===== src/rtl/mult_add_pkg.sv =====
// Shared definitions for the mult_add_acc MAC element: mode encodings and
// the overflow-detect / saturating clip helper.
package mult_add_pkg;

  localparam logic MODE_OFFSET = 1'b0;
  localparam logic MODE_ACC    = 1'b1;

  // Widest result the clip helper handles; callers sign-extend into it.
  localparam int MAX_W = 64;

  typedef struct packed {
    logic             ovf;
    logic [MAX_W-1:0] val;
  } clip_t;

  // v is a sign-extended sum; w is the target signed width (w < MAX_W).
  // ovf flags values outside the signed w-bit range; val is the clipped value.
  function automatic clip_t sat_clip(input logic signed [MAX_W:0] v,
                                     input int unsigned           w);
    clip_t                   r;
    logic signed [MAX_W:0]   one;
    logic signed [MAX_W:0]   hi;
    logic signed [MAX_W:0]   lo;
    one   = {{MAX_W{1'b0}}, 1'b1};
    hi    = (one << (w - 1)) - one;
    lo    = ~hi;
    r.ovf = (v > hi) || (v < lo);
    if (!r.ovf)        r.val = v[MAX_W-1:0];
    else if (v[MAX_W]) r.val = lo[MAX_W-1:0];
    else               r.val = hi[MAX_W-1:0];
    return r;
  endfunction

endpackage


===== src/rtl/mult_add_acc.sv =====
// Two-stage pipelined signed multiply-add / accumulate.
// Stage 1 registers a*b and c<<C_SHIFT; stage 2 forms the sum in OUT_W+1 bits,
// flags overflow and updates the result and accumulator.
// Optional macro MULT_ADD_ACC_SAT_EN: saturate s and accumulator on overflow
// instead of wrapping.
module mult_add_acc
  import mult_add_pkg::*;
#(
  parameter int DATA_W  = 8,
  parameter int OUT_W   = 16,
  parameter int C_SHIFT = 7
) (
  input  logic                     clk,
  input  logic                     rst,
  input  logic                     val_in,
  input  logic signed [DATA_W-1:0] a,
  input  logic signed [DATA_W-1:0] b,
  input  logic signed [DATA_W-1:0] c,
  input  logic                     mode,
  input  logic                     acc_clr,
  output logic signed [OUT_W-1:0]  s,
  output logic                     rdy_out,
  output logic                     ovf
);

  localparam int STAGES = 2;

  typedef struct packed {
    logic                    mode;
    logic                    clr;
    logic signed [OUT_W-1:0] prod;
    logic signed [OUT_W-1:0] cterm;
  } st1_t;

  logic [STAGES:1]           vld_pipe;
  st1_t                      st1;
  logic signed [OUT_W-1:0]   acc;

  logic signed [2*DATA_W-1:0] prod_full;
  logic signed [OUT_W-1:0]    prod_ext;
  logic signed [OUT_W-1:0]    c_ext;
  logic signed [OUT_W-1:0]    cterm_n;
  logic signed [OUT_W:0]      sum_w;
  clip_t                      clip;
  logic signed [OUT_W-1:0]    res;

  // Stage-1 operand shaping: full-precision product and shifted offset.
  always_comb begin
    prod_full = a * b;
    prod_ext  = prod_full;
    c_ext     = c;
    cterm_n   = c_ext <<< C_SHIFT;
  end

  // Stage-1 registers and valid pipeline.
  always_ff @(posedge clk) begin
    if (rst) begin
      vld_pipe <= '0;
      st1      <= '0;
    end else begin
      vld_pipe <= {vld_pipe[STAGES-1:1], val_in};
      st1      <= '{mode: mode, clr: acc_clr, prod: prod_ext, cterm: cterm_n};
    end
  end

  // Stage-2 sum in OUT_W+1 bits, overflow detect and result select.
  always_comb begin
    sum_w = '0;
    if (st1.mode == MODE_OFFSET)
      sum_w = {st1.cterm[OUT_W-1], st1.cterm} + {st1.prod[OUT_W-1], st1.prod};
    else if (st1.clr)
      sum_w = {st1.prod[OUT_W-1], st1.prod};
    else
      sum_w = {acc[OUT_W-1], acc} + {st1.prod[OUT_W-1], st1.prod};
    clip = sat_clip({{(MAX_W-OUT_W){sum_w[OUT_W]}}, sum_w}, OUT_W);
`ifdef MULT_ADD_ACC_SAT_EN
    res  = clip.val[OUT_W-1:0];
`else
    res  = sum_w[OUT_W-1:0];
`endif
  end

`ifdef MULT_ADD_ACC_SAT_EN
  logic unused_clip;
  assign unused_clip = ^clip.val[MAX_W-1:OUT_W];
`else
  logic unused_clip;
  assign unused_clip = ^clip.val;
`endif

  // Stage-2 registers: result, overflow flag and accumulator. A clear with
  // no valid sample still resets the accumulator.
  always_ff @(posedge clk) begin
    if (rst) begin
      s   <= '0;
      ovf <= 1'b0;
      acc <= '0;
    end else if (vld_pipe[1]) begin
      s   <= res;
      ovf <= clip.ovf;
      if (st1.mode == MODE_ACC) acc <= res;
      else if (st1.clr)         acc <= '0;
    end else if (st1.clr) begin
      acc <= '0;
    end
  end

  assign rdy_out = vld_pipe[STAGES];

endmodule


===== config.mk =====
export PLATFORM = sky130hd
export DESIGN_NAME = mult_add_acc
export DESIGN_NICKNAME = d
export VERILOG_FILES = /design/src/rtl/mult_add_pkg.sv /design/src/rtl/mult_add_acc.sv
export SDC_FILE = /design/constraint.sdc
export NUM_CORES = 1
export LEC_CHECK = 0
export BUFFER_PORTS_ARGS = -buffer_cell sky130_fd_sc_hd__buf_2
export CAP_MARGIN = 10
export CORE_MARGIN = 3
export CORE_UTILIZATION = 56
export CTS_CLUSTER_SIZE = 28
export DETAILED_ROUTE_END_ITERATION = 10
export GPL_ROUTABILITY_DRIVEN = 0
export GPL_TIMING_DRIVEN = 0
export HOLD_SLACK_MARGIN = 0.1
export PLACE_DENSITY = 0.84
export SLEW_MARGIN = 15
export SYNTH_ARGS = -nofsm -noshare
export SYNTH_HDL_FRONTEND = slang
export SYNTH_SLANG_ARGS = --single-unit

===== constraint.sdc =====
create_clock -name clk -period 5.05 [get_ports clk]
set_clock_uncertainty 0.2 [all_clocks]
set_input_delay 1.01 -clock clk [delete_from_list [all_inputs] [get_ports clk]]
set_output_delay 1.01 -clock clk [all_outputs]
set_load 0.02 [all_outputs]

== Yosys cells after proc, flatten, opt, wreduce, memory -nomap -nowiden ==
Cells that the tools add are included.

* Input port bits: 29
* Bits in registers: 68
* Output and inout bits: 18
* Logic and storage cells: 20

* Add/subtract/negate cells: 2
* Multipliers: 1
* Reduce and logical (&&, ||, !) cells: 1
* Multiplexer cells: 5
* $lt $le $gt $ge: 2

{| class="wikitable"
|+ Operator list
! operator !! number
|-
| $mux 16 || 3
|-
| $mux 17 || 2
|-
| $add 15x16->17 || 1
|-
| $add 16x16->17 || 1
|-
| $gt 17x16->1 const B || 1
|-
| $lt 17x16->1 const B || 1
|-
| $mul 8x8->16 || 1
|-
| $logic_or 1x1->1 || 1
|}

== Depth between registers and ports, before layout ==
Gate-level depths: netlist of run 1.

* Word-level depth: 5
* Mapped depth: 18
* Gate-level depth less buffers: 18

== Least setup slack after synthesis of run 1 ==
OpenSTA, ideal clock, no wires.

* Kind: input port to flip-flop
* Start point: input a[7]
* End point: register st1[31] (netlist name)
* Data arrival time: 4.783 ns
* Cell stages on the path: 15
* Path slack: -0.060 ns
* Setup time: 0.128 ns
* Buffers on the path: 0
* Data required time: 4.722 ns
* Path through: and2_1 > fa_1 > inv_1 > fa_1 > inv_1 > fa_1 > inv_1 > fa_1 > inv_1 > ha_1 > and3_1 > a311oi_1 > a21oi_1 > xnor2_1 > nor2_1

* Longest elaborated chain between the ends: 1

{| class="wikitable"
|+ Ends and longest elaborated chain
! what !! RTL line !! source
|-
| from (decl) || mult_add_acc.sv:16 || <nowiki>input logic signed [DATA_W-1:0] a,</nowiki>
|-
| $mul 8x8->16 || mult_add_acc.sv:49 || <nowiki>prod_full = a * b;</nowiki>
|-
| to (signal assigned) || mult_add_acc.sv:62 || <nowiki>st1 <= '{mode: mode, clr: acc_clr, prod: prod_ext, cterm: cterm_n};</nowiki>
|-
| to (decl) || mult_add_acc.sv:36 || <nowiki>st1_t st1;</nowiki>
|}

Every way passes these cells.
A chain may end at the register's enable or synchronous reset.

== Worst setup path after layout of run 1 ==
* Start point: input a[7]
* End point: register st1[28] (netlist name)

Same word-level chain as after synthesis.

==> results by group, run 1 <==
Status
  – Status: finished clean

Yosys
  – Syn Nets: 807
  – YS warnings: 0
  – Library cells used by synthesis: 53
  – Sequential-to-total area share from yosys stat: 0.2107
  – Synth Flop Type: dfxtp_1
  – Flops & latches, synth: 61
  – Mapped Avg Cell Area: 8.691 µm²
  – Syn Inst Count: 667
  – Ys async rst share: 0
  – EDFF count, synth: 0
  – Synth Cell Area: 5797 µm²

Power
  – Sequential Power Share: 0.229
  – P_int: 1.527 mW
  – PD cells: 415.2 nW/µm²
  – Net Switching: 1.173 mW
  – Comb power frac: 0.613
  – Clock Power Share: 0.158
  – Switching share of total power: 0.4345
  – Peak supply drop: 0.1974 mV
  – Pleak: 3.036 nW

Finish
  – Cell area after layout: 6502 µm²
  – Area occupied by multi-input gates: 4250 µm²
  – Number of diodes: 0
  – Fillers: 798
  – Fin cells: 865
  – FF+latch area: 1221 µm²
  – Share of post-route cells with drive strength above 1: 0.1284
  – Post-layout util: 0.6562
  – Area grow syn2layout: 12.17%
  – Final nets: 867

Global routing
  – Largest net degree at the start of global routing: 11
  – Vias in the first global route: 4946
  – Grt ovf: 0
  – First-pass GRT wire length: 22250 µm
  – Total GRT Usage: 0.2403
  – Initial antenna violation count: 0

Floorplanning
  – # IOs: 47
  – DIE HEIGHT: 107.7 µm
  – Die area: 11610 µm²
  – Initial core utilization: 0.5850
  – Die width: 107.7 µm
  – # rows: 36
  – Core area: 9910 µm²

Route
  – DRC viols: 0
  – Routed vias/inst: 5.608
  – Avg WL per Cell: 15.55 µm
  – First drt pass iteration count: 6
  – Routed wire length: 13450 µm
  – Drt first-iter violations: 281
  – Antenna viol nets, final: 0
  – Vias: 4851

STA
  – Final period util: 0.9664
  – Slew margin rel.: 0.5936
  – Max-slew violations: 0
  – # setup viols final: 0
  – Min Hold Slack: 284.0 ps
  – Final worst path period need: 4880 ps
  – Final hold vios: 0
  – Slew @ Worst Pin: 609.7 ps
  – Fmax achieved: 204.9 MHz
  – Fin worst setup slack: 169.6 ps

Placed design
  – Post-DP HPWL: 10810 µm
  – Placed cell areas: 6203 µm²
  – Placed instance count: 846
  – Port buffer count: 46
  – Place WS: -425.7 ps

Clock tree
  – CTS Root Cell: clkbuf_8
  – Clk slew on worst S/H paths: 70 ps
  – CTS Sinks: 61
  – TritonCTS clock tree: built
  – Hold_buf cts: 0
  – CTS max path bufs: 2
  – Total CTS buffers: 9
  – H-tree levels: 3
  – Clk_lat worst skew: 340 ps

Hold path
  – Hold depth: 2
  – Hold path endpoint: s[0]
  – Min-delay src: s[0]
  – HP Class: reg2reg

Critical path
  – Crit Path Class: in2reg
  – CP max stage delay: 540 ps
  – End of the worst register-to-register path: acc[14]
  – CP startpoint kind: primary input
  – Reg-to-reg setup timing slack: 2080 ps
  – CP required: 5050 ps
  – Critical path's slowest cell: fa_1
  – Critical Path AT: 4880 ps
  – Cells on worst reg2reg path: 9
  – Reg-to-reg critical path startpoint: st1[16]
  – Worst-path maximum fanout: 8
  – Crit path top cell by count: inv_1
  – CP Cell Sequence: buf_2, and2_1, ha_2, inv_1, fa_1, inv_1, fa_1, inv_1, fa_1, inv_1, ha_1, inv_1, o21bai_2, a2111oi_4, nor2_1, xor2_1, nor2b_1
  – Worst setup EP type: flip-flop

Run
  – Max-cap violations: 0
## metal layers
metal  global-route usage  share of wire
met1               0.2719           0.40
met4               0.1253          0.043
met2               0.4396           0.50
met5                    0              0
met3              0.02819          0.056
## how the worst max path moves through the flow
stage | startpoint | endpoint | slack, ps | cells past startpoint
6_report | a[7] | st1[28] | 170 | 17
3_5_place_dp | a[7] | st1[31] | -430 | 16
4_1_cts | a[7] | st1[31] | 3 | 16
2_1_floorplan | a[7] | st1[31] | -10 | 15
5_1_grt | b[4] | st1[28] | -7 | 17
3_3_place_gp | a[7] | st1[31] | -350 | 16
## power by group through the flow
stage          combinational (mW)  sequential (mW)  clock, mW
2_1_floorplan                1.21            0.615          0
3_3_place_gp                 1.45            0.625          0
3_5_place_dp                 1.53            0.626          0
4_1_cts                      1.54            0.616      0.431
5_1_grt                      1.87            0.623      0.456
6_report                     1.65            0.619      0.426
## Yosys cell counts (2+ instances only)
cell type	n	area share
a2111oi_2	4	0.010
a211o_1	2	0.0030
a211oi_1	9	0.012
a21o_1	10	0.013
a21oi_1	32	0.028
a31o_2	3	0.0045
a31oi_1	11	0.012
and2_1	46	0.050
and3_1	2	0.0022
and3_2	2	0.0026
buf_2	2	0.0017
clkbuf_1	18	0.012
dfxtp_1	61	0.21
fa_1	57	0.20
ha_1	54	0.12
inv_1	90	0.058
mux2i_1	8	0.014
nand2_1	37	0.024
nand2b_1	10	0.011
nand3_1	15	0.013
nand4_1	2	0.0022
nor2_1	55	0.036
nor2b_1	31	0.033
nor3_1	11	0.0095
o211ai_1	6	0.0078
o21a_1	5	0.0065
o21ai_0	18	0.016
o21ai_1	2	0.0017
o21bai_1	3	0.0039
o22ai_1	6	0.0065
xnor2_1	24	0.036
xor2_1	10	0.015
## flip-flops by register name, indices dropped and copies added, names as in the netlist
signal and cells:
st1 26, acc 16, s 16, vld_pipe 2
ovf 1
## final cells by class
class / instances / area share
Buffer: 21 / 0.01251
Timing Repair Buffer: 49 / 0.03887
Sequential cell: 61 / 0.1878
Clock buffer: 12 / 0.02232
Clock inverter: 4 / 0.007312
Multi-Input combinational cell: 495 / 0.6536
Tap cell: 133 / 0.02559
Inverter: 90 / 0.05195
## cell families after synthesis
| logic type | count (synthesis) | synth area share |
|---|---|---|
| flip-flops | 61 | 0.2107 |
| multiplexers | 9 | 0.01576 |
| AO/OA/AOI/OAI | 122 | 0.1431 |
| AND/OR/NAND/NOR | 219 | 0.1934 |
| XOR/XNOR | 34 | 0.05137 |
| adder cells (fa/ha/maj) | 111 | 0.3134 |
| buffers and inverters | 111 | 0.07231 |
## critical path, delay by kind of cell
kind                       cells  cell delay (ps)
AOI/OAI and AO/OA              2              510
and+or+nand+nor                3              420
xor gates and xnor gates       1              140
buffers and inverters          6              510
adders and majority gates      5             2270
## repair_timing
| action | 4_1_cts | 5_1_grt |
|---|---|---|
| gates resized for setup | 1 | 15 |
| endpoints found under the setup margin | 3 | 4 |
| pin swaps | 2 | 12 |
| setup buffers | 0 | 3 |
## through the flow
| stage | setup TNS, ps | power, mW |
|---|---|---|
| final | 0 | 2.700 |
| after global routing | -7.098 | 2.952 |
| after CTS | 0 | 2.584 |
| after detailed placement | -1503 | 2.159 |
| after global placement | -1267 | 2.077 |
| after floorplan | -11.71 | 1.826 |
## cell usage in the layout, fill, tap and decap left out, drive strengths merged, types with 8 or more instances in the layout
master / Yosys / routed
inv: 90 / 90
dfxtp: 61 / 61
fa: 57 / 57
nor2: 55 / 55
ha: 54 / 54
buf: 3 / 52
and2: 47 / 47
nand2: 37 / 37
a21oi: 33 / 33
nor2b: 31 / 31
clkbuf: 18 / 30
xnor2: 24 / 24
o21ai: 20 / 20
nand3: 15 / 15
nor3: 12 / 12
a31oi: 11 / 11
nand2b: 10 / 10
xor2: 10 / 10
a21o: 10 / 10
a211oi: 9 / 9
mux2i: 8 / 8
Power figures use the tool's default switching activity.
==> run 2, diff against run 1 <==
CORE_MARGIN = 8   (was 3)
==> results by group, run 2 (synthesis gave the netlist of run 1 again) <==
Status
  – Status: finished clean (unchanged)

Floorplanning
  – # IOs: 47 (unchanged)
  – Die width: 117.7 µm (was 107.7 µm)
  – # rows: 37 (was 36)
  – Die area: 13860 µm² (was 11610 µm²)
  – Initial core utilization: 0.5692 (was 0.5850)
  – DIE HEIGHT: 117.7 µm (was 107.7 µm)
  – Core area: 10180 µm² (was 9910 µm²)

Critical path
  – Worst setup EP type: flip-flop (unchanged)
  – CP Cell Sequence: buf_2, and2_1, fa_1, inv_1, fa_1, inv_1, fa_1, inv_1, fa_1, inv_1, ha_4, a21oi_4, o21bai_4, a2111oi_4, o31ai_1, xnor2_1, nor2_1 (was buf_2, and2_1, ha_2, inv_1, fa_1, inv_1, fa_1, inv_1, fa_1, inv_1, ha_1, inv_1, o21bai_2, a2111oi_4, nor2_1, xor2_1, nor2b_1)
  – Worst-path maximum fanout: 8 (unchanged)
  – Critical Path AT: 4940 ps (was 4880 ps)
  – CP Buf/Inv Count: 5 (was 6)
  – Worst path depth: 17 (unchanged)
  – Critical path's slowest cell: fa_1 (unchanged)
  – Worst path top cell family by delay: adder cells (unchanged)
  – Crit path from: b[4] (was a[7])
  – Cells on worst reg2reg path: 9 (unchanged)
  – CP required: 5070 ps (was 5050 ps)
  – Reg-to-reg critical path startpoint: st1[16] (unchanged)
  – CP max stage delay: 550 ps (was 540 ps)
  – Crit Path Class: in2reg (unchanged)
  – CP startpoint kind: primary input (unchanged)

Global routing
  – GR met2 Demand/Resource: 0.3591 (was 0.4396)
  – Vias in the first global route: 5090 (was 4946)
  – Met3 usage: 0.02974 (was 0.02819)
  – Met1 usage: 0.2256 (was 0.2719)
  – Initial antenna violation count: 0 (unchanged)
  – Largest net degree at the start of global routing: 11 (unchanged)
  – Grt ovf: 0 (unchanged)
  – Total GRT Usage: 0.1982 (was 0.2403)
  – GRT Max-Usage Layer: met2 (unchanged)
  – First-pass GRT wire length: 23040 µm (was 22250 µm)

Route
  – Routed vias/inst: 5.594 (was 5.608)
  – First drt pass iteration count: 5 (was 6)
  – Avg WL per Cell: 15.76 µm (was 15.55 µm)
  – Antenna viol nets, final: 0 (unchanged)
  – DRC viols: 0 (unchanged)
  – Routed wire length: 13660 µm (was 13450 µm)
  – Vias: 4850 (was 4851)
  – Drt first-iter violations: 261 (was 281)

Finish
  – Cell area after layout: 6549 µm² (was 6502 µm²)
  – Leading registers by flop count: st1: 26 flops, acc: 16 flops, s: 16 flops (unchanged)
  – Most common cell after layout, fill and taps aside: inv_1 (unchanged)
  – Share of post-route cells with drive strength above 1: 0.1327 (was 0.1284)
  – Fin cells: 867 (was 865)
  – Number of diodes: 0 (unchanged)
  – Most frequent cells in the layout: 88 x inv_1, 61 x dfxtp_1, 55 x nor2_1, 54 x fa_1, 49 x ha_1 (was 89 x inv_1, 61 x dfxtp_1, 55 x nor2_1, 54 x fa_1, 49 x ha_1)
  – Largest Register: st1 (unchanged)
  – Final nets: 867 (unchanged)
  – Max reg flops: 26 (unchanged)
  – Area grow syn2layout: 12.97% (was 12.17%)

Placed design
  – Placed instance count: 849 (was 846)
  – Place WS: -482.6 ps (was -425.7 ps)
  – Placed cell areas: 6207 µm² (was 6203 µm²)
  – Post-DP HPWL: 10990 µm (was 10810 µm)
  – Port buffer count: 46 (unchanged)

STA
  – Max-slew violations: 0 (unchanged)
  – Final period util: 0.9742 (was 0.9664)
  – Fmax achieved: 203.3 MHz (was 204.9 MHz)
  – Fin worst setup slack: 130.2 ps (was 169.6 ps)
  – Final hold vios: 0 (unchanged)
  – Slew margin rel.: 0.5689 (was 0.5936)
  – Setup_tns: 0 ps (unchanged)
  – Slew @ Worst Pin: 646.6 ps (was 609.7 ps)
  – # setup viols final: 0 (unchanged)
  – Final worst path period need: 4920 ps (was 4880 ps)

Power
  – Overall power consumption: 2.744 mW (was 2.700 mW)
  – PD cells: 419.0 nW/µm² (was 415.2 nW/µm²)
  – Pleak: 3.052 nW (was 3.036 nW)
  – Peak supply drop: 0.1982 mV (was 0.1974 mV)

Clock tree
  – CTS Sinks: 61 (unchanged)
  – Clk_lat worst skew: 350 ps (was 340 ps)
  – CTS Root Cell: clkbuf_8 (unchanged)
  – Total CTS buffers: 9 (unchanged)
  – H-tree levels: 3 (unchanged)
  – TritonCTS clock tree: built (unchanged)
  – Clk slew on worst S/H paths: 70 ps (about the same)
  – CTS max path bufs: 2 (unchanged)

Hold path
  – Min-delay src: s[0] (unchanged)
  – HP Class: reg2reg (unchanged)
  – Hold depth: 2 (unchanged)

Run
  – Max-cap violations: 0 (unchanged)
## run 2: changes by cell type in the layout (fill, tap and decap cells not counted), moves of 2 or more
| cell | before | now |
|---|---|---|
| and2_1 | 45 | 43 |
| and2_4 | 1 | 3 |
| clkbuf_1 | 20 | 18 |
| clkbuf_4 | 0 | 2 |
| buf_2 | 48 | 46 |
## run 2: timing repair
| action | in CTS | in global routing |
|---|---|---|
| hold buffers | 0 | 0 |
| setup endpoints to repair | 3 | 4 |
| pin swaps | 3 | 13 |
| resized for setup | 2 | 20 |
| buffers inserted | 0 | 3 |
| gates cloned | 0 | 0 |
## run 2: cell type report
| type | instances | area [µm²] |
|---|---|---|
| well taps | 136 | 170.2 |
| inverters | 90 | 337.8 |
| multi-input cells | 495 | 4268 |
| plain buffers | 21 | 81.33 |
| flip-flops and latches | 61 | 1221 |
| clock inverters | 5 | 75.07 |
| clock buffers | 10 | 137.6 |
| repair buffers | 49 | 257.7 |
| fillers | 854 | 3636 |
## run 2: metrics by stage
step | utilization | hold WS [ps]
detailed placement | 0.6095 | 274.6
finish | 0.6430 | 281.2
global route | 0.6430 | 324.9
global placement | 0.6095 | 273.1
CTS | 0.6306 | 283.2
floorplan | - | 264.9
## run 2: power by group
part | internal (mW) | switching (mW)
clock | 0.286 | 0.188
combinational | 0.747 | 0.908
sequential | 0.552 | 0.0632
total | 1.59 | 1.16
## run 2: worst paths after layout
kind / end / slack (ps)
worst max-delay path: st1[30] / 130
worst min-delay path: s[0] / 280
worst max register to register: acc[10] / 2120
worst min register to register: s[0] / 280
## run 2: worst register-to-register path: stages (launching register included)
cell and delay (ps):
dfxtp_1 330, ha_1 230, fa_1 440, a211oi_1 440
o21ai_1 210, a31o_2 280, a21oi_1 190, xor2_1 100
a211o_1 340, nor2_1 120
## run 2: routing by layer
layer  up-vias  share of wire
met3        27          0.058
met5         -              0
met1      2339           0.40
met4         0          0.023
li1       2317              -
met2       167           0.52
==> run 3, diff against run 2 <==
ABC_AREA = 1   (was unset)
==> results by group, run 3 <==
Yosys
  – Syn Inst Count: 812 (was 667)
  – Syn Nets: 952 (was 807)
  – Synth top area cells: dfxtp_1 21%, fa_1 19%, inv_1 12%, ha_1 11%, nand2_1 10% (was dfxtp_1 21%, fa_1 20%, ha_1 12%, inv_1 5.8%, and2_1 5.0%)
  – Mapped Avg Cell Area: 7.251 µm² (was 8.691 µm²)
  – Flops & latches, synth: 61 (unchanged)
  – Ys async rst share: 0 (unchanged)
  – Count leader, synth: inv_1 (unchanged)
  – Sequential-to-total area share from yosys stat: 0.2074 (was 0.2107)
  – Synth Cell Area: 5888 µm² (was 5797 µm²)
  – Synth Flop Type: dfxtp_1 (unchanged)
  – Dominant cell type by area after synthesis: dfxtp_1 (unchanged)
  – Area share of the largest cell type after synthesis: 0.2074 (was 0.2107)
  – YS warnings: 0 (unchanged)
  – Library cells used by synthesis: 42 (was 53)
  – Top cells by count, synth: 191 x inv_1, 164 x nand2_1, 61 x dfxtp_1, 57 x fa_1 (was 90 x inv_1, 61 x dfxtp_1, 57 x fa_1, 55 x nor2_1, 54 x ha_1)
  – EDFF count, synth: 0 (unchanged)

Finish
  – Final nets: 998 (was 867)
  – Most common cell after layout, fill and taps aside: inv_1 (unchanged)
  – Max reg flops: 26 (unchanged)
  – Largest Register: st1 (unchanged)
  – Number of diodes: 0 (unchanged)
  – Area grow syn2layout: 12.47% (was 12.97%)
  – Most frequent cells in the layout: 189 x inv_1, 162 x nand2_1, 61 x dfxtp_1, 56 x fa_1, 55 x nor2_1 (was 88 x inv_1, 61 x dfxtp_1, 55 x nor2_1, 54 x fa_1, 49 x ha_1)
  – Leading registers by flop count: st1: 26 flops, acc: 16 flops, s: 16 flops (unchanged)
  – Share of post-route cells with drive strength above 1: 0.1089 (was 0.1327)

Clock tree
  – TritonCTS clock tree: built (unchanged)
  – CTS Sinks: 61 (unchanged)
  – Clk_lat worst skew: 360 ps (was 350 ps)
  – Hold_buf cts: 0 (unchanged)
  – H-tree levels: 3 (unchanged)
  – Total CTS buffers: 9 (unchanged)
  – CTS Root Cell: clkbuf_8 (unchanged)
  – Clk slew on worst S/H paths: 80 ps (was 70 ps)
  – CTS max path bufs: 2 (unchanged)

STA
  – Final hold vios: 0 (unchanged)
  – Final worst path period need: 4854 ps (was 4920 ps)
  – Final period util: 0.9612 (was 0.9742)
  – Fmax achieved: 206.0 MHz (was 203.3 MHz)
  – Unrepaired setup endpoints after global routing: yes
  – # setup viols final: 0 (unchanged)
  – Slew margin rel.: 0.6095 (was 0.5689)
  – Slew @ Worst Pin: 585.8 ps (was 646.6 ps)
  – Fin worst setup slack: 195.7 ps (was 130.2 ps)
  – Max-slew violations: 0 (unchanged)

Critical path
  – Worst path top cell family by delay: adder cells (unchanged)
  – CP startpoint kind: primary input (unchanged)
  – Critical path's slowest cell: fa_1 (unchanged)
  – Crit path top cell by count: fa_1
  – CP required: 5090 ps (was 5070 ps)
  – CP Cell Sequence: buf_2, clkinvlp_4, buf_4, nor2_1, fa_1, fa_1, fa_1, inv_1, fa_1, inv_1, ha_1, inv_1, o21bai_1, a31oi_1, nand2_1, nand3_1, nand2_1, o21ai_0, a21oi_1 (was buf_2, and2_1, fa_1, inv_1, fa_1, inv_1, fa_1, inv_1, fa_1, inv_1, ha_4, a21oi_4, o21bai_4, a2111oi_4, o31ai_1, xnor2_1, nor2_1)
  – Critical Path AT: 4890 ps (was 4940 ps)
  – CP max stage delay: 540 ps (was 550 ps)
  – Worst-path maximum fanout: 5 (was 8)
  – CP Buf/Inv Count: 6 (was 5)
  – Worst setup EP type: flip-flop (unchanged)
  – Crit Path Class: in2reg (unchanged)

Route
  – First drt pass iteration count: 5 (unchanged)
  – Vias: 5111 (was 4850)
  – Drt first-iter violations: 323 (was 261)
  – Routed vias/inst: 5.116 (was 5.594)
  – Avg WL per Cell: 13.25 µm (was 15.76 µm)
  – Routed wire length: 13240 µm (was 13660 µm)
  – DRC viols: 0 (unchanged)
  – Antenna viol nets, final: 0 (unchanged)

Global routing
  – Total GRT Usage: 0.1966 (was 0.1982)
  – Vias in the first global route: 5031 (was 5090)
  – Initial antenna violation count: 0 (unchanged)
  – Largest net degree at the start of global routing: 12 (was 11)
  – First-pass GRT wire length: 22860 µm (was 23040 µm)
  – Grt ovf: 0 (unchanged)

Floorplanning
  – Die width: 118.5 µm (was 117.7 µm)
  – # IOs: 47 (unchanged)
  – Core area: 10280 µm² (was 10180 µm²)
  – # rows: 37 (unchanged)
  – DIE HEIGHT: 118.5 µm (was 117.7 µm)
  – Die area: 14050 µm² (was 13860 µm²)
  – Initial core utilization: 0.5729 (was 0.5692)

Power
  – Clock Power Share: 0.242 (was 0.172)
  – Switching share of total power: 0.4174 (was 0.4223)
  – Overall power consumption: 2.779 mW (was 2.744 mW)
  – Pleak: 3.715 nW (was 3.052 nW)
  – Comb power frac: 0.538 (was 0.603)
  – P_int: 1.619 mW (was 1.585 mW)
  – Net Switching: 1.160 mW (was 1.159 mW)
  – Peak supply drop: 0.2149 mV (was 0.1982 mV)
  – PD cells: 419.7 nW/µm² (was 419.0 nW/µm²)
  – Sequential Power Share: 0.220 (was 0.224)

Placed design
  – Port buffer count: 31 (was 46)
  – Post-DP HPWL: 10780 µm (was 10990 µm)
  – Place WS: -370.1 ps (was -482.6 ps)

Run
  – Max-cap violations: 0 (unchanged)

Hold path
  – HP Class: reg2reg (unchanged)

Status
  – Status: finished clean (unchanged)
-- run 3: cell count changes in the layout (fill, tap and decap cells not counted), sizes merged, moves of 10 or more --
cell	before	now
inv	90	191
nor2b	31	0
and2	47	3
o21ai	20	38
nand2	37	169
nand3	15	34
nand2b	10	0
a21oi	33	57
xnor2	24	9
-- run 3: final timing paths --
kind / startpoint / end / slack [ps] / cells after the start
worst max-delay path: b[7] / st1[29] / 200 / 19
worst min-delay path: s[15] / s[15] / 280 / 2
worst max register to register: st1[16] / ovf / 2720 / 16
worst min register to register: s[15] / s[15] / 280 / 2
-- run 3: kinds of logic (layout without fill, tap and decap cells) --
| family | count (synthesis) | count (layout) | share of synthesized area |
|---|---|---|---|
| XOR/XNOR | 15 | 15 | 0.02231 |
| flip-flops | 61 | 61 | 0.2074 |
| buffers and inverters | 219 | 270 | 0.1407 |
| AND/OR/NAND/NOR | 282 | 282 | 0.2004 |
| adder cells (fa/ha/maj) | 111 | 111 | 0.3085 |
| AO/OA/AOI/OAI | 123 | 123 | 0.1190 |
| multiplexers | 1 | 1 | 0.001700 |
-- run 3: cell type report --
cell class | instances | area, µm²
inverter | 192 | 724.4
clock buffer | 9 | 123.9
fill | 902 | 3655
clock inverter | 7 | 185.2
buffer | 27 | 130.1
multi-input combinational | 532 | 3882
timing repair buffer | 35 | 185.2
tap | 136 | 170.2
sequential | 61 | 1221
-- run 3: per-layer routing --
metal  wire length, µm  vias up  global-route usage
li1                  -     2577                   -
met1              5705     2351              0.2278
met4               412        0              0.1020
met3               650       34             0.03094
met2              6472      149              0.3440
met5                 0        -                   0
-- run 3: worst reg2reg max path: cells and delay by family, from the launching register on --
family,cells,cell delay [ps]
AND/OR/NAND/NOR,12,1030
flip-flops,1,310
adder cells (fa/ha/maj),2,630
buffers and inverters,2,80
-- run 3: stage by stage --
stage                     TNS [ps]    util  hold slack (ps)  cell area [µm²]  instances
after floorplan                  0       -            249.1             5926        812
after global placement      -705.3  0.6082            259.8             6251        979
after detailed placement     -1027  0.6082            262.5             6251        979
after CTS                        0  0.6383            280.0             6560        995
after global routing        -92.57  0.6444            288.3             6623        999
final                            0  0.6444            277.6             6623        999
-- run 3: repair_timing --
action | in CTS | in global routing
endpoints found under the setup margin | 0 | 4
buffers inserted | 0 | 4
gates resized for setup | 0 | 30
-- run 3: power groups by stage --
stage	Combinational (mW)	Clock (mW)	Sequential, mW
4_1_cts	1.45	0.682	0.607
5_1_grt	1.73	0.706	0.614
3_5_place_dp	1.43	0	0.617
3_3_place_gp	1.38	0	0.616
2_1_floorplan	1.14	0	0.610
6_report	1.50	0.673	0.610
